`src/rtl/clk_step_pkg.sv`:
```
// -----------------------------------------------------------------------------
// clk_step_pkg
// Shared definitions for the clk_step_gen lab clock/step source:
//   - MODE_* : 2-bit encodings of the mode input
//   - DEF_*  : default parameter values (production widths, 100 MHz debounce)
//   - burst_state_t : burst sequencer states
// -----------------------------------------------------------------------------
package clk_step_pkg;

    localparam logic [1:0] MODE_FREE  = 2'b00;
    localparam logic [1:0] MODE_STEP  = 2'b01;
    localparam logic [1:0] MODE_BURST = 2'b10;
    localparam logic [1:0] MODE_HOLD  = 2'b11;

    localparam int unsigned DEF_CNT_W     = 32;
    localparam int unsigned DEF_TAP_W     = 5;
    localparam int unsigned DEF_DB_CYCLES = 1_000_000;
    localparam int unsigned DEF_DB_W      = 20;
    localparam int unsigned DEF_BURST_W   = 8;

    typedef enum logic {
        BURST_IDLE = 1'b0,
        BURST_RUN  = 1'b1
    } burst_state_t;

endpackage

```
`src/rtl/clk_step_gen_if.sv`:
```
// -----------------------------------------------------------------------------
// clk_step_gen_if
// Control/status bundle of clk_step_gen.
//   Controls (master -> slave): mode[1:0], tap_sel[TAP_W], pulse, burst_len[BURST_W]
//   Status   (slave -> master): clkdiv[CNT_W], ck, ck_en, busy
// modport master : the side that drives the controls (board glue / testbench)
// modport slave  : clk_step_gen itself
// -----------------------------------------------------------------------------
interface clk_step_gen_if
    import clk_step_pkg::*;
#(
    parameter int unsigned CNT_W   = DEF_CNT_W,
    parameter int unsigned TAP_W   = DEF_TAP_W,
    parameter int unsigned BURST_W = DEF_BURST_W
) ();

    logic [1:0]         mode;
    logic [TAP_W-1:0]   tap_sel;
    logic               pulse;
    logic [BURST_W-1:0] burst_len;

    logic [CNT_W-1:0]   clkdiv;
    logic               ck;
    logic               ck_en;
    logic               busy;

    modport master (
        output mode, tap_sel, pulse, burst_len,
        input  clkdiv, ck, ck_en, busy
    );

    modport slave (
        input  mode, tap_sel, pulse, burst_len,
        output clkdiv, ck, ck_en, busy
    );

endinterface

```
`src/rtl/btn_debounce.sv`:
```
// -----------------------------------------------------------------------------
// btn_debounce
// Two-flop synchroniser followed by a stability counter for a raw push button.
// A change of the synchronised input is accepted only after DB_CYCLES
// consecutive samples that disagree with the current debounced level.
// Ports:
//   clk    in   system clock
//   rst_n  in   asynchronous reset, active low
//   btn_in in   raw button, asynchronous to clk
//   level  out  debounced button level
//   rise   out  one-cycle strobe, high in the first cycle level reads 1
// -----------------------------------------------------------------------------
module btn_debounce #(
    parameter int unsigned DB_CYCLES = 1_000_000,
    parameter int unsigned DB_W      = 20
) (
    input  logic clk,
    input  logic rst_n,
    input  logic btn_in,
    output logic level,
    output logic rise
);

    logic [1:0]      sync_q;
    logic [DB_W-1:0] cnt_q;
    logic            level_q;
    logic            rise_q;

    always_ff @(posedge clk or negedge rst_n) begin
        if (!rst_n) begin
            sync_q  <= '0;
            cnt_q   <= '0;
            level_q <= 1'b0;
            rise_q  <= 1'b0;
        end else begin
            sync_q <= {sync_q[0], btn_in};
            rise_q <= 1'b0;
            if (sync_q[1] == level_q) begin
                cnt_q <= '0;
            end else if (cnt_q == DB_W'(DB_CYCLES - 1)) begin
                // Rise is registered alongside the level update so the
                // strobe lines up with the first cycle of the new level.
                level_q <= sync_q[1];
                rise_q  <= sync_q[1];
                cnt_q   <= '0;
            end else begin
                cnt_q <= cnt_q + 1'b1;
            end
        end
    end

    assign level = level_q;
    assign rise  = rise_q;

endmodule

```
`src/rtl/clk_step_gen.sv`:
```
// -----------------------------------------------------------------------------
// clk_step_gen
// Board clock/step source for the latch/FF experiments. A free-running divider
// feeds a runtime-selected tap; a debounced push button gives single steps; an
// optional burst mode emits burst_len steps per press. Produces a registered
// level clock (ck) and a one-cycle enable (ck_en) coincident with each ck rise.
// Ports:
//   clk    in   system clock
//   rst_n  in   asynchronous reset, active low
//   bus    slave modport of clk_step_gen_if:
//            mode      00 FREE, 01 STEP, 10 BURST, 11 HOLD
//            tap_sel   divider bit driving ck (clamped to CNT_W-1)
//            pulse     raw push button, active high
//            burst_len steps per burst
//            clkdiv    free-running divider count
//            ck        registered output clock level
//            ck_en     one-cycle strobe with each ck rise
//            busy      burst in progress
// Configuration macro: CLK_STEP_BURST_EN
//   defined   : BURST mode active
//   undefined : mode 10 acts as HOLD, busy tied low, burst_len ignored
// -----------------------------------------------------------------------------
module clk_step_gen
    import clk_step_pkg::*;
#(
    parameter int unsigned CNT_W     = DEF_CNT_W,
    parameter int unsigned TAP_W     = DEF_TAP_W,
    parameter int unsigned DB_CYCLES = DEF_DB_CYCLES,
    parameter int unsigned DB_W      = DEF_DB_W,
    parameter int unsigned BURST_W   = DEF_BURST_W
) (
    input  logic          clk,
    input  logic          rst_n,
    clk_step_gen_if.slave bus
);

    localparam int unsigned IDX_W = (CNT_W > 1) ? $clog2(CNT_W) : 1;

    logic [CNT_W-1:0] clkdiv_q;
    logic [IDX_W-1:0] tap_idx;
    logic             tap_bit;
    logic             tap_q;
    logic             tap_rise;
    logic             db_level;
    logic             press;
    logic             ck_q, ck_d;
    logic             ck_en_q, ck_en_d;

    btn_debounce #(
        .DB_CYCLES (DB_CYCLES),
        .DB_W      (DB_W)
    ) u_btn_debounce (
        .clk    (clk),
        .rst_n  (rst_n),
        .btn_in (bus.pulse),
        .level  (db_level),
        .rise   (press)
    );

    always_comb begin
        if (bus.tap_sel > TAP_W'(CNT_W - 1)) begin
            tap_idx = IDX_W'(CNT_W - 1);
        end else begin
            tap_idx = IDX_W'(bus.tap_sel);
        end
    end

    // tap_q follows the selected bit in every mode, so switching mode never
    // releases a stale edge as a strobe.
    assign tap_bit  = clkdiv_q[tap_idx];
    assign tap_rise = tap_bit & ~tap_q;

`ifdef CLK_STEP_BURST_EN
    burst_state_t       state_q, state_d;
    logic [BURST_W-1:0] rem_q, rem_d;

    always_ff @(posedge clk or negedge rst_n) begin
        if (!rst_n) begin
            state_q <= BURST_IDLE;
            rem_q   <= '0;
        end else begin
            state_q <= state_d;
            rem_q   <= rem_d;
        end
    end

    assign bus.busy = (state_q == BURST_RUN);
`else
    logic unused_burst_len;
    assign unused_burst_len = ^bus.burst_len;
    assign bus.busy         = 1'b0;
`endif

    always_comb begin
        ck_d    = 1'b0;
        ck_en_d = 1'b0;
`ifdef CLK_STEP_BURST_EN
        // Any mode other than BURST aborts a running burst.
        state_d = BURST_IDLE;
        rem_d   = '0;
`endif
        case (bus.mode)
            MODE_FREE: begin
                ck_d    = tap_bit;
                ck_en_d = tap_rise;
            end
            MODE_STEP: begin
                ck_d    = db_level;
                ck_en_d = press;
            end
`ifdef CLK_STEP_BURST_EN
            MODE_BURST: begin
                state_d = state_q;
                rem_d   = rem_q;
                if (state_q == BURST_RUN) begin
                    ck_d    = tap_bit;
                    ck_en_d = tap_rise;
                    if (tap_rise) begin
                        rem_d = rem_q - 1'b1;
                        if (rem_q == BURST_W'(1)) begin
                            state_d = BURST_IDLE;
                        end
                    end
                end else if (press && (bus.burst_len != '0)) begin
                    rem_d   = bus.burst_len;
                    state_d = BURST_RUN;
                end
            end
`endif
            default: begin
                // HOLD: ck and ck_en stay low
            end
        endcase
    end

    always_ff @(posedge clk or negedge rst_n) begin
        if (!rst_n) begin
            clkdiv_q <= '0;
            tap_q    <= 1'b0;
            ck_q     <= 1'b0;
            ck_en_q  <= 1'b0;
        end else begin
            clkdiv_q <= clkdiv_q + 1'b1;
            tap_q    <= tap_bit;
            ck_q     <= ck_d;
            ck_en_q  <= ck_en_d;
        end
    end

    assign bus.clkdiv = clkdiv_q;
    assign bus.ck     = ck_q;
    assign bus.ck_en  = ck_en_q;

endmodule

```
`src/flat_wrapper.sv`:
```
// flat-port wrapper written by rule: the top's interface ports become plain ports
module clk_step_gen_flat import clk_step_pkg::*;
#(
    parameter int unsigned CNT_W     = DEF_CNT_W,
    parameter int unsigned TAP_W     = DEF_TAP_W,
    parameter int unsigned DB_CYCLES = DEF_DB_CYCLES,
    parameter int unsigned DB_W      = DEF_DB_W,
    parameter int unsigned BURST_W   = DEF_BURST_W
)
  (clk, rst_n, bus_mode, bus_tap_sel, bus_pulse, bus_burst_len, bus_clkdiv, bus_ck, bus_ck_en, bus_busy);
  clk_step_gen_if #(.CNT_W(CNT_W), .TAP_W(TAP_W), .BURST_W(BURST_W)) bus_i ();
  input  logic clk;
  input  logic rst_n;
  input wire logic [$bits(bus_i.mode)-1:0] bus_mode;
  input wire logic [$bits(bus_i.tap_sel)-1:0] bus_tap_sel;
  input wire logic [$bits(bus_i.pulse)-1:0] bus_pulse;
  input wire logic [$bits(bus_i.burst_len)-1:0] bus_burst_len;
  output wire logic [$bits(bus_i.clkdiv)-1:0] bus_clkdiv;
  output wire logic [$bits(bus_i.ck)-1:0] bus_ck;
  output wire logic [$bits(bus_i.ck_en)-1:0] bus_ck_en;
  output wire logic [$bits(bus_i.busy)-1:0] bus_busy;
  assign bus_i.mode = bus_mode;
  assign bus_i.tap_sel = bus_tap_sel;
  assign bus_i.pulse = bus_pulse;
  assign bus_i.burst_len = bus_burst_len;
  assign bus_clkdiv = bus_i.clkdiv;
  assign bus_ck = bus_i.ck;
  assign bus_ck_en = bus_i.ck_en;
  assign bus_busy = bus_i.busy;
  clk_step_gen #(.CNT_W(CNT_W), .TAP_W(TAP_W), .DB_CYCLES(DB_CYCLES), .DB_W(DB_W), .BURST_W(BURST_W)) u_core (.clk(clk), .rst_n(rst_n), .bus(bus_i));
endmodule
```
`config.mk`:
```
export PLATFORM = sky130hd
export DESIGN_NAME = clk_step_gen_flat
export DESIGN_NICKNAME = d
export VERILOG_FILES = /design/src/rtl/clk_step_pkg.sv /design/src/rtl/clk_step_gen_if.sv /design/src/rtl/btn_debounce.sv /design/src/rtl/clk_step_gen.sv /design/src/flat_wrapper.sv
export SDC_FILE = /design/constraint.sdc
export NUM_CORES = 1
export LEC_CHECK = 0
export ABC_AREA = 0
export BUFFER_PORTS_ARGS = -buffer_cell sky130_fd_sc_hd__buf_2
export CAP_MARGIN = 15
export CORE_MARGIN = 4
export CORE_UTILIZATION = 52
export CTS_BUF_LIST = sky130_fd_sc_hd__clkbuf_4 sky130_fd_sc_hd__clkbuf_8
export CTS_CLUSTER_DIAMETER = 40
export CTS_CLUSTER_SIZE = 12
export DETAILED_ROUTE_END_ITERATION = 8
export PLACE_DENSITY = 0.86
export SETUP_SLACK_MARGIN = 0.5
export SYNTH_ARGS = -nofsm -noshare
export SYNTH_HDL_FRONTEND = slang
export SYNTH_SLANG_ARGS = --single-unit
```
`constraint.sdc`:
```
create_clock -name clk -period 1.8 [get_ports clk]
set_clock_uncertainty 0.15 [all_clocks]
set_input_delay 0.18 -clock clk [delete_from_list [all_inputs] [get_ports clk]]
set_output_delay 0.18 -clock clk [all_outputs]
set_load 0.1 [all_outputs]
```
==> results of run 1 <==
cells in the mapped netlist (all sizes together):
library cell	number
dfrtp	59
nor2	35
xnor2	27
nand3	26
xor2	22
nand2	20
mux2i	15
and3	11
inv	8
nand4	8
buf	6
a21oi	4
a22oi	4
and2	3
nor3	3
nor4	3
and4	2
ha	2
nand3b	2
nor2b	2
a211oi	1
a311oi	1
clkbuf	1
conb	1
mux2	1
nand2b	1
nand4b	1
nor3b	1
o211ai	1
o21bai	1
o41ai	1
or4	1
timing repair:
action / 4_1_cts
hold endpoints to repair: 62
buffers inserted: 24
gates cloned: 2
setup endpoints to repair: 83
gates resized for setup: 187
pin swaps: 39
hold buffers: 4
cell families after synthesis:
logic type / after synthesis / share of synthesized area
simple gates: 119 / 0.216
flops: 59 / 0.510
xor+xnor: 49 / 0.148
mux: 16 / 0.0570
buf+inv: 15 / 0.0277
compound gates: 13 / 0.0311
fa+ha+maj: 2 / 0.00864
other cells: 1 / 0.00130
through the flow:
stage                     hold slack, ns  TNS (ns)  std cells  area, µm²
after floorplan                   -0.266     -2.71        274       3080
after global placement            0.0559    -0.107        414       3600
after detailed placement          0.0553    -0.525        414       3600
after CTS                          0.204    -0.419        460       4800
==> results, run 1 <==
- The tool reported: "[ERROR DPL-0038] Utilization greater than 100%, impossible to legalize".
- The routability-driven placement congestion ratio is 0.815.
- The category of the worst endpoint is a sequential cell input.
- The worst setup slack after placement is -0.112 ns.
- The initial utilization of the core area, before any placement, comes to 0.553.
- The flow did not finish.
- The sink count of the clock tree is 59.
- Pin placement for this block handled 53 I/O pins.
- Synthesis produced 274 cells.
- After synthesis, the cell types taking the most area are dfrtp_1, xnor2_1, xor2_1.
- The count of buffers added on input and output ports is 43.
- dfrtp_1 takes more of the synthesized area than any other cell.
- The clock tree root buffer cell is clkbuf_8.
- Of the synthesized area, sequential elements account for 0.510.
- Detailed placement ended at an HPWL of 4.51 mm.
- The row count is 26.
- The warning count from the yosys run is 0.
- The mapped cell area is 0.00290 mm².
- Measured along the x axis, the die boundary spans 82.6 µm.
- The number of buffers created by CTS is 9.
- The number of nets handed over by synthesis was 294.
- The H-tree generated during clock tree synthesis spans 3 levels.
- A synthesized cell averages 10.6 µm².
- In this run, synthesis produced a sequential element count of 59.
- The die is 82.6 µm tall.
- After global-route timing repair, the worst endpoint was u_core.u_btn_debounce.rise$_DFF_PN0_/D.
- The buffer depth of the longest clock path is 2.
- The proportion of netlist area held by the largest area contributor is 0.510.
- The stage where the flow stopped is 5_1_grt.
- The largest net degree at the start of global routing is 60.
- The number of different library cells used by synthesis comes to 40.
==> inputs of run 2 (changes only) <==
CORE_UTILIZATION = 40   (was 52)
CTS_BUF_LIST = not set   (was sky130_fd_sc_hd__clkbuf_4 sky130_fd_sc_hd__clkbuf_8)
CTS_CLUSTER_DIAMETER = not set   (was 40)
CTS_CLUSTER_SIZE = not set   (was 12)
PLACE_DENSITY = not set   (was 0.86)
PLACE_DENSITY_LB_ADDON = 0.15   (was not set)
SETUP_SLACK_MARGIN = not set   (was 0.5)
clock period = 2.3 ns   (was 1.8 ns; I/O delays follow)
==> results, run 2 <==
- Summed over all cells, the static leakage comes to 0.00173 µW.
- The register bit count reported by yosys is 59 (unchanged).
- The sequential cell area fraction in the yosys report is 0.510 (unchanged).
- The die covers 0.00866 mm².
- The final setup slack of the worst path is 0.0977 ns.
- The starting DRC count in detailed routing is 79.
- The data arrival at the endpoint of the critical path is 2.27 ns.
- Across all layers, the routed design uses 2,084 vias.
- The number of pins exceeding their max-slew limit in the final report came to 0.
- The clock tree root buffer cell is clkbuf_8 (unchanged).
- The clock tree from TritonCTS is built.
- The cell with the most instances after synthesis is dfrtp_1 (unchanged).
- The mean instance size in the synthesized netlist is 10.6 µm² (unchanged).
- Most numerous cell types in the synthesized netlist: dfrtp_1, nor2_1, xnor2_1 (unchanged).
- The routability-driven placement congestion ratio was 0.776 (was 0.815).
- The number of flops mapped to enable cells by yosys is 0 (unchanged).
- The accumulated negative setup slack is 0 ns.
- Wires add up to 5.76 mm.
- Largest cells by area after synthesis: dfrtp_1, xnor2_1, xor2_1 (unchanged).
- The number of buffers created by CTS came to 9 (unchanged).
- The number of nets in the layout is 352.
- The post-placement cell area is 0.00328 mm² (was 0.00360 mm²).
- The count of maximum capacitance violations is 0.
- The routed via count divided by cell count is 4.82.
- The layout-stage area growth over the synthesis result is 21.7%.
- The sink count of the clock tree is 59 (unchanged).
- The initial standard-cell utilization of the core was 0.419 (was 0.553).
- 0 antenna diodes ended up in the layout.
- The worst-case IR drop observed on VDD is 0.316 mV.
- The cell area after layout is 0.00352 mm².
- The number of failing hold endpoints at the final stage is 0.
- The buffer depth of the longest clock path came to 2 (unchanged).
- The timing-limited maximum frequency is 0.454 GHz.
- The fraction of the cycle the final worst path needs is 0.958.
- The top cell types in the final layout, fill and taps aside, are dfrtp_1, buf_2, nor2_1, xnor2_1, nand3_1.
- The core region is 0.00691 mm².
- The most used flip-flop cell after synthesis is dfrtp_1 (unchanged).
- The required time at the endpoint of the critical path is 2.37 ns.
- In this run the worst setup path terminates at u_core.bus.ck_en$_DFF_PN0_.
- The total nets after synthesis is 294 (unchanged).
- The number of unique standard cell types used by synthesis is 40 (unchanged).
- The flip-flop count of the largest register after layout is 32.
- For the worst-skew pair, the clock arrives at the later sink with an insertion delay of 0.34 ns.
- The element type at the critical path start is a flip-flop.
- The post-synthesis cell type with the largest combined area was dfrtp_1 (unchanged).
- The chip width came to 93.1 µm (was 82.6 µm).
- For flop-to-flop paths, the worst setup slack is 0.1 ns.
- The share of layout cells above drive strength 1 is 0.259.
- The row count is 30 (was 26).
- The worst setup path is of the flip-flop to flip-flop kind.
- Status: complete, no violations (was aborted with a tool error).
- The number of setup violations in the final report is 0.
- The worst pin sits at a relative slew slack of 0.601.
- The number of placed instances, taps included was 413 (was 414).
- Entering global routing, the biggest net connects 26 pins.
- The worst path in the final design needs a cycle of 2.20 ns, including I/O delays and setup.
- The number of global-route vias before repair is 2,174.
- The most frequent standard cell in the layout excluding fill and tap cells is dfrtp_1.
- The proportion of netlist area held by the largest area contributor came to 0.510 (unchanged).
- In this run the remaining antenna-violating nets after routing total 0.
- The warning count from the yosys run is 0 (unchanged).
- The I/O pin count was 53 (unchanged).
- The post-CTS setup-driven buffer insertion count is 0 (was 24).
- The worst min-delay path class is primary input to flip-flop.
- The placed wire-length estimate is 4.25 mm (was 4.51 mm).
- The number of antenna violations at the first check in global routing is 0.
- The number of cell instances on the worst register-to-register path is 8.
- In this run the worst path has a maximum fanout of 5.
- The total global routing overflow is 0.
- The worst setup path is captured at a flip-flop.
- The final cell count without fillers is 432.
- The clock-pin transition on the worst setup and hold timing paths is 0.06 ns.
- The slew at the pin closest to its max-slew limit is 0.599 ns.
- The worst setup slack after placement came to 0.291 ns (was -0.112 ns).
- The launching point of the worst reg2reg path is u_core.bus.clkdiv[10]$_DFF_PN0_.
- The mapped cell area is 0.00290 mm² (unchanged).
- The depth of the CTS H-tree is 3 (unchanged).
- The core occupancy in the finished layout is 0.510.
- Power spread over the standard cell area amounts to 600 mW/mm².
- The share of async-settable or async-resettable flops after synthesis is 1.00 (unchanged).
- The reg-to-reg critical path endpoint is u_core.bus.ck_en$_DFF_PN0_.
- The most critical setup path has its startpoint at u_core.bus.clkdiv[10]$_DFF_PN0_.
- After detailed routing, the number of remaining DRC violations is 0.
- The number of filler cells placed in the layout is 682.
- The first global-routing pass estimated 10.3 mm of wire.
- The die height was 93.1 µm (was 82.6 µm).
- The global-route usage over all layers is 0.154.
- The count of input and output buffers is 43 (unchanged).
- The number of iterations in the first detailed-routing pass is 4.
- The final routed wire length divided by cell count is 13.3 µm.
- The gate count of the mapped netlist is 274 (unchanged).
[run 2: cell counts after synthesis]
Identical to the previous run, type by type.
[run 2: cell families after synthesis]
logic type,share of synthesized area
flops,0.510
other cells,0.00130
fa+ha+maj,0.00864
xor+xnor,0.148
mux,0.0570
compound gates,0.0311
simple gates,0.216
buf+inv,0.0277
[run 2: power breakdown]
| part | total [µW] | leakage (µW) | internal, µW | switching [µW] |
|---|---|---|---|---|
| logic | 120 | 0.000847 | 42.2 | 78.0 |
| registers | 1050 | 0.000780 | 1050 | 7.04 |
| clock network | 938 | 0.0000995 | 552 | 385 |
[run 2: how the worst min path moves through the flow]
| stage | startpoint | to | slack [ns] | cells after the start |
|---|---|---|---|---|
| 2_1_floorplan | rst_n | u_core.bus.ck$_DFF_PN0_ | -0.22 | 0 |
| 3_3_place_gp | rst_n | u_core.u_btn_debounce.level$_DFFE_PN0P_ | 0.13 | 1 |
| 3_5_place_dp | rst_n | u_core.u_btn_debounce.level$_DFFE_PN0P_ | 0.13 | 1 |
| 4_1_cts | bus_mode[0] | u_core.bus.ck$_DFF_PN0_ | 0.0004 | 3 |
| 5_1_grt | bus_mode[0] | u_core.bus.ck$_DFF_PN0_ | 0.04 | 3 |
| 6_report | bus_mode[0] | u_core.bus.ck$_DFF_PN0_ | 0.03 | 3 |
[run 2: per-stage QoR]
stage	total power (µW)	hold slack, ns
2_1_floorplan	1140	-0.216
3_3_place_gp	1190	0.126
3_5_place_dp	1190	0.132
4_1_cts	2150	0.000434
5_1_grt	2220	0.0408
6_report	2110	0.0265
[run 2: area by class of cell]
cell class	instances	area, µm²	area share
inverter	8	30.0	0.00852
clock buffer	13	159	0.0451
timing repair buffer	54	333	0.0945
sequential	59	1500	0.426
multi-input combinational	200	1350	0.382
clock inverter	2	35.0	0.00994
tap	96	120	0.0341
[run 2: critical path: stages (launching register included)]
cell           delay [ns]
dfrtp_2              0.43
mux2i_1              0.17
a22oi_1              0.11
nand4b_1             0.12
a21oi_1              0.05
a311oi_1             0.27
buf_4                0.18
o41ai_2              0.05
dlygate4sd3_1        0.55
[run 2: what timing repair did]
action | 4_1_cts | 5_1_grt
hold buffers | 4 | 0
endpoints found under the hold margin | 25 | 0
resized for setup | 0 | 1
setup endpoints to repair | 0 | 1
[run 2: routing by layer]
metal	global-route usage	routed length, µm
met2	0.239	2640
met4	0.0659	90
met3	0.0595	317
met1	0.190	2710
met5	0	0
No activity file was read; power rests on OpenSTA's default activity.
==> inputs of run 3 (changes only) <==
==> constraint.sdc (replaced) <==
create_clock -name clk -period 2.3 [get_ports clk]
set_clock_uncertainty 0.15 [all_clocks]
set_input_delay 0.115 -clock clk [delete_from_list [all_inputs] [get_ports clk]]
set_output_delay 0.115 -clock clk [all_outputs]
set_load 0.1 [all_outputs]
==> results, run 3 (synthesis results as in run 2) <==
- The static power due to leakage is 0.00173 µW (about the same).
- The clock latency at the later pin of the worst-skew pair was 0.34 ns (about the same).
- The count of maximum capacitance violations is 0 (unchanged).
- The layout-stage area growth over the synthesis result came to 22.7% (was 21.7%).
- The share of layout cells above drive strength 1 is 0.276 (was 0.259).
- The routed via count divided by cell count was 4.85 (was 4.82).
- The die height was 93.1 µm (unchanged).
- The buffering stage count on the worst path with inverters included was 2 (unchanged).
- The wire length of the first global-routing pass came to 10.1 mm (was 10.3 mm).
- The number of nets in the layout is 356 (was 352).
- The buffer depth of the longest clock path came to 2 (unchanged).
- The number of buffers created by CTS came to 9 (unchanged).
- The peak per-stage delay on the critical path was 0.59 ns (was 0.55 ns).
- The number of iterations in the first detailed-routing pass is 4 (unchanged).
- The timing-limited maximum frequency is 0.455 GHz (was 0.454 GHz).
- The start-to-end type of the worst setup path is flip-flop to flip-flop (unchanged).
- The number of pins exceeding their max-slew limit in the final report is 0 (unchanged).
- The most frequent standard cell in the layout excluding fill and tap cells is buf_2 (was dfrtp_1).
- The number of global-route vias before repair was 2,166 (was 2,174).
- The sink count of the clock tree was 59 (unchanged).
- The power density over cell area is 599 mW/mm² (was 600 mW/mm²).
- The final critical delay including setup and external delays is 2.20 ns (about the same).
- The chip width was 93.1 µm (unchanged).
- The depth of the CTS H-tree is 3 (unchanged).
- The master of the slowest instance on the critical path is dlygate4sd3_1 (unchanged).
- Worst-path cell chain: mux2i_1 -> a22oi_1 -> nand4b_1 -> a21oi_2 -> a311oi_2 -> buf_4 -> o41ai_1 -> dlygate4sd3_1 (was mux2i_1 -> a22oi_1 -> nand4b_1 -> a21oi_1 -> a311oi_1 -> buf_4 -> o41ai_2 -> dlygate4sd3_1).
- The largest net degree at the start of global routing came to 42 (was 26).
- Leading cell types in the layout, fill and taps excluded: buf_2, dfrtp_1, nor2_1, xnor2_1, nand3_1 (was dfrtp_1, buf_2, nor2_1, xnor2_1, nand3_1).
- The row count is 30 (unchanged).
- The maximum VDD drop is 0.288 mV (was 0.316 mV).
- The final total power came to 2130 µW (was 2110 µW).
- The count of input and output buffers is 43 (unchanged).
- The initial standard-cell utilization of the core was 0.419 (unchanged).
- The worst setup slack after placement is 0.299 ns (was 0.291 ns).
- The flip-flop count of the largest register after layout came to 32 (unchanged).
- The launching point of the worst reg2reg path is u_core.bus.clkdiv[11]$_DFF_PN0_ (was u_core.bus.clkdiv[10]$_DFF_PN0_).
- The total number of vias came to 2,121 (was 2,084).
- The core occupancy in the finished layout is 0.514 (was 0.510).
- The clock-pin transition on the worst setup and hold timing paths is 0.06 ns (about the same).
- The clock tree root buffer cell is clkbuf_8 (unchanged).
- The final setup slack of the worst path came to 0.101 ns (was 0.0977 ns).
- The category of the worst setup path capture point was a flip-flop (unchanged).
- The number of routed nets with antenna violations is 0 (unchanged).
- The element type at the critical path start is a flip-flop (unchanged).
- The fraction of the cycle the final worst path needs is 0.956 (was 0.958).
- The clock tree from TritonCTS is built (unchanged).
- The required time at the endpoint of the critical path is 2.43 ns (was 2.37 ns).
- The number of antenna violations at the first check in global routing is 0 (unchanged).
- The number of cell instances on the worst register-to-register path was 8 (unchanged).
- The number of setup violations in the final report came to 0 (unchanged).
- The total core area is 0.00691 mm² (unchanged).
- The final routed wire length divided by cell count was 13.4 µm (was 13.3 µm).
- The number of design rule violations left after detail routing was 0 (unchanged).
- The worst min-delay path class is primary input to async pin (was primary input to flip-flop).
- The global-route usage over all layers came to 0.149 (was 0.154).
- The kind of cell adding the most delay to the critical path is buffers and inverters (unchanged).
- The accumulated negative setup slack is 0 ns (unchanged).
- The biggest fanout along the worst timing path is 4 (was 5).
- The reg-to-reg critical path endpoint was u_core.bus.ck_en$_DFF_PN0_ (unchanged).
- The die footprint is 0.00866 mm² (unchanged).
- The number of antenna cells inserted is 0 (unchanged).
- The total global routing overflow is 0 (unchanged).
- The routability-driven placement congestion ratio is 0.780 (was 0.776).
- The register-to-register path setup slack is 0.10 ns (was 0.1 ns).
- Status: complete, no violations (unchanged).
- The placed wire-length estimate is 4.21 mm (was 4.25 mm).
- The sum of routed wire length over all layers came to 5.87 mm (was 5.76 mm).
- The I/O pin count is 53 (unchanged).
- The number of failing hold endpoints at the final stage is 0 (unchanged).
- The data arrival at the endpoint of the critical path is 2.33 ns (was 2.27 ns).
- The starting DRC count in detailed routing came to 95 (was 79).
[run 3: changes by cell type in the layout (fill, tap and decap cells not counted)]
cell           previous run  this run
clkbuf_1                  2         3
dfrtp_1                  44        41
a21oi_2                   0         1
o41ai_1                   0         1
a311oi_1                  1         0
dfrtp_2                  13        16
a21oi_1                   4         3
a311oi_2                  0         1
o41ai_2                   1         0
dlygate4sd3_1             4         5
buf_12                    2         1
buf_4                     5         9
[run 3: worst max-delay path by stage]
stage	from	endpoint	slack [ns]	cells past startpoint
after floorplan	u_core.bus.clkdiv[1]$_DFF_PN0_	u_core.bus.clkdiv[26]$_DFF_PN0_	0.05	8
after global placement	u_core.u_btn_debounce.cnt_q[13]$_DFF_PN0_	u_core.u_btn_debounce.level$_DFFE_PN0P_	0.30	4
after detailed placement	u_core.u_btn_debounce.cnt_q[13]$_DFF_PN0_	u_core.u_btn_debounce.level$_DFFE_PN0P_	0.30	4
after CTS	u_core.bus.clkdiv[10]$_DFF_PN0_	u_core.bus.ck_en$_DFF_PN0_	0.03	8
after global routing	u_core.bus.clkdiv[25]$_DFF_PN0_	u_core.bus.ck_en$_DFF_PN0_	-0.0003	8
final	u_core.bus.clkdiv[11]$_DFF_PN0_	u_core.bus.ck_en$_DFF_PN0_	0.10	8
[run 3: cell type report]
type,count,area [µm²]
well taps,96,120
clock inverters,2,35.0
multi-input cells,200,1350
repair buffers,58,353
fillers,663,3350
flip-flops and latches,59,1500
clock buffers,14,163
inverters,8,30.0
[run 3: metrics by stage]
| step | instances | cell area, µm² | hold slack [ns] |
|---|---|---|---|
| global placement | 413 | 3270 | -0.0533 |
| finish | 437 | 3550 | 0.0985 |
| CTS | 434 | 3520 | 0.106 |
| detailed placement | 413 | 3270 | -0.0579 |
| global route | 437 | 3550 | 0.134 |
| floorplan | 274 | 2920 | -0.331 |
[run 3: power by group]
group | switching [µW] | internal [µW]
Clock | 394 | 559
Sequential | 6.93 | 1050
Combinational | 78.4 | 41.1
Total | 479 | 1650
[run 3: routing by layer]
layer,wire [µm],global-route usage,share of wire
met1,2750,0.188,0.47
met3,239,0.0426,0.041
met5,0,0,0
met2,2750,0.237,0.47
met4,127,0.0684,0.022
[run 3: what timing repair did]
action	4_1_cts	5_1_grt
gates resized for setup	0	5
hold buffers	5	0
endpoints found under the setup margin	0	1
endpoints found under the hold margin	62	0
buffers inserted	0	3
==> inputs of run 4 (changes only) <==
CORE_UTILIZATION = 37   (was 40)
PLACE_DENSITY_LB_ADDON = not set   (was 0.15)
==> results, run 4 (synthesis results as in run 2) <==
- The number of buffers created by CTS was 9 (unchanged).
- The category of the worst setup path capture point was a flip-flop (unchanged).
- The post-cts gate resize count is 0 (unchanged).
- The number of setup violations in the final report is 0 (unchanged).
- The routability-driven placement congestion ratio is 0.787 (was 0.780).
- The initial standard-cell utilization of the core is 0.389 (was 0.419).
- The total core area is 0.00745 mm² (was 0.00691 mm²).
- The sink count of the clock tree is 59 (unchanged).
- The biggest fanout along the worst timing path is 5 (was 4).
- The number of iterations in the first detailed-routing pass came to 4 (unchanged).
- The number of pins exceeding their max-slew limit in the final report is 0 (unchanged).
- The maximum VDD drop is 0.430 mV (was 0.288 mV).
- The peak per-stage delay on the critical path is 0.60 ns (was 0.59 ns).
- The chip width is 96.5 µm (was 93.1 µm).
- The buffering stage count on the worst path with inverters included is 0 (was 2).
- The switching power was 482 µW (was 479 µW).
- The number of cell instances on the worst register-to-register path was 4 (was 8).
- The kind of cell adding the most delay to the critical path was simple AND/OR/NAND/NOR gates (was buffers and inverters).
- The start-to-end type of the worst setup path is flip-flop to flip-flop (unchanged).
- The clock latency at the later pin of the worst-skew pair is 0.33 ns (was 0.34 ns).
- The buffer depth of the longest clock path is 2 (unchanged).
- The core occupancy in the finished layout is 0.465 (was 0.514).
- The data arrival at the endpoint of the critical path was 2.07 ns (was 2.33 ns).
- The share of layout cells above drive strength 1 came to 0.257 (was 0.276).
- The static power due to leakage is 0.00169 µW (was 0.00173 µW).
- The die footprint is 0.00930 mm² (was 0.00866 mm²).
- The post-CTS setup-driven buffer insertion count was 0 (unchanged).
- The count of maximum capacitance violations is 0 (unchanged).
- The master of the slowest instance on the critical path is or4_4 (was dlygate4sd3_1).
- The layout-stage area growth over the synthesis result was 19.7% (was 22.7%).
- The cell area after layout was 0.00347 mm² (was 0.00355 mm²).
- The clock network power share is 0.408 (was 0.448).
- The worst setup slack after placement was 0.284 ns (was 0.299 ns).
- The fraction of the cycle the final worst path needs is 0.871 (was 0.956).
- The starting DRC count in detailed routing is 67 (was 95).
- Worst-path cell chain: ha_1 -> nand3_2 -> or4_4 -> mux2_4 (was mux2i_1 -> a22oi_1 -> nand4b_1 -> a21oi_2 -> a311oi_2 -> buf_4 -> o41ai_1 -> dlygate4sd3_1).
- The switching portion of total power was 0.244 (was 0.225).
- The number of global-route vias before repair is 2,134 (was 2,166).
- The accumulated negative setup slack is 0 ns (unchanged).
- The total global routing overflow is 0 (unchanged).
- The number of routed nets with antenna violations is 0 (unchanged).
- The portion of total power attributed to sequential cells is 0.534 (was 0.496).
- The final routed wire length divided by cell count is 13.4 µm (about the same).
- Status: complete, no violations (unchanged).
- The depth of the CTS H-tree is 3 (unchanged).
- The sum of routed wire length over all layers came to 5.79 mm (was 5.87 mm).
- The die height is 96.5 µm (was 93.1 µm).
- The global-route usage over all layers is 0.141 (was 0.149).
- The required time at the endpoint of the critical path came to 2.37 ns (was 2.43 ns).
- The I/O pin count came to 53 (unchanged).
- The routed via count divided by cell count is 4.88 (was 4.85).
- Leading cell types in the layout, fill and taps excluded: dfrtp_1, buf_2, nor2_1, xnor2_1, nand3_1 (was buf_2, dfrtp_1, nor2_1, xnor2_1, nand3_1).
- The count of input and output buffers was 43 (unchanged).
- The element type at the critical path start is a flip-flop (unchanged).
- The number of nets in the layout is 350 (was 356).
- The number of antenna violations at the first check in global routing is 0 (unchanged).
- The most frequent standard cell in the layout excluding fill and tap cells is dfrtp_1 (was buf_2).
- The number of antenna cells inserted is 0 (unchanged).
- The placed wire-length estimate is 4.12 mm (was 4.21 mm).
- Setup repair after global routing left no endpoint under its margin.
- The clock-pin transition on the worst setup and hold timing paths is 0.07 ns (was 0.06 ns).
- The post-placement cell area was 0.00326 mm² (was 0.00327 mm²).
- The power density over cell area was 570 mW/mm² (was 599 mW/mm²).
- The wire length of the first global-routing pass is 10.1 mm (about the same).
- The clock tree root buffer cell is clkbuf_8 (unchanged).
- The cell-internal power was 1490 µW (was 1650 µW).
- The worst min-delay path class is primary input to async pin (unchanged).
- The number of failing hold endpoints at the final stage is 0 (unchanged).
- The timing-limited maximum frequency is 0.499 GHz (was 0.455 GHz).
- The final setup slack of the worst path is 0.297 ns (was 0.101 ns).
- The row count came to 31 (was 30).
- The number of design rule violations left after detail routing is 0 (unchanged).
- The final critical delay including setup and external delays is 2.00 ns (was 2.20 ns).
- The largest net degree at the start of global routing was 43 (was 42).
- The total number of vias is 2,111 (was 2,121).
- The flip-flop count of the largest register after layout was 32 (unchanged).
- The clock tree from TritonCTS is built (unchanged).
- The share of power burned in combinational logic is 0.058 (was 0.056).
- The logic depth of the worst setup path including buffers is 4 (was 8).
==> run 4: changes by cell type in the layout (fill, tap and decap cells not counted), sizes merged <==
cell,change
clkinvlp,+2
buf,-5
bufinv,-1
clkbuf,-4
dlygate4sd3,-1
clkinv,+2
==> run 4: worst register-to-register path, cell delays in order (launching register included) <==
cell     delay (ns)
dfrtp_1        0.41
ha_1           0.28
nand3_2        0.14
or4_4          0.60
mux2_4         0.31
==> run 4: path summary, 6_finish.rpt <==
path	start	to	slack (ns)
setup / recovery	u_core.u_btn_debounce.cnt_q[0]$_DFF_PN0_	u_core.u_btn_debounce.level$_DFFE_PN0P_	0.30
max in group asynchronous	rst_n	u_core.bus.clkdiv[14]$_DFF_PN0_	1.33
hold reg to reg	u_core.u_btn_debounce.sync_q[0]$_DFF_PN0_	u_core.u_btn_debounce.sync_q[1]$_DFF_PN0_	0.20
setup reg to reg	u_core.u_btn_debounce.cnt_q[0]$_DFF_PN0_	u_core.u_btn_debounce.level$_DFFE_PN0P_	0.30
hold / removal	rst_n	u_core.u_btn_debounce.sync_q[1]$_DFF_PN0_	0.1
min in group clk	u_core.u_btn_debounce.sync_q[0]$_DFF_PN0_	u_core.u_btn_debounce.sync_q[1]$_DFF_PN0_	0.20
==> run 4: routing by layer <==
metal	GRT usage	wire, µm
met4	0.0350	40
met2	0.226	2780
met3	0.0473	283
met5	0	0
met1	0.182	2680
==> run 4: timing repair <==
item	CTS	global route
endpoints found under the hold margin	62	0
hold buffers	4	0
endpoints found under the setup margin	0	0
==> run 4: metrics by stage <==
step | power, µW | hold slack, ns | std cells
6_report | 1970 | 0.0956 | 433
5_1_grt | 2080 | 0.113 | 433
4_1_cts | 2020 | 0.0981 | 433
3_5_place_dp | 1190 | -0.0782 | 414
3_3_place_gp | 1190 | -0.0711 | 414
2_1_floorplan | 1140 | -0.331 | 274
==> run 4: cell type report <==
class                      count  area (µm²)
fill                         744        3980
sequential                    59        1500
multi-input combinational    200        1340
timing repair buffer          52         305
clock buffer                  10         138
tap                           99         124
clock inverter                 5        30.0
inverter                       8        30.0
==> run 4: power groups by stage <==
stage	Sequential (µW)	Clock (µW)	Combinational, µW
2_1_floorplan	1080	0	53.6
6_report	1050	805	115
5_1_grt	1050	893	128
3_3_place_gp	1070	0	112
3_5_place_dp	1070	0	112
4_1_cts	1050	848	118
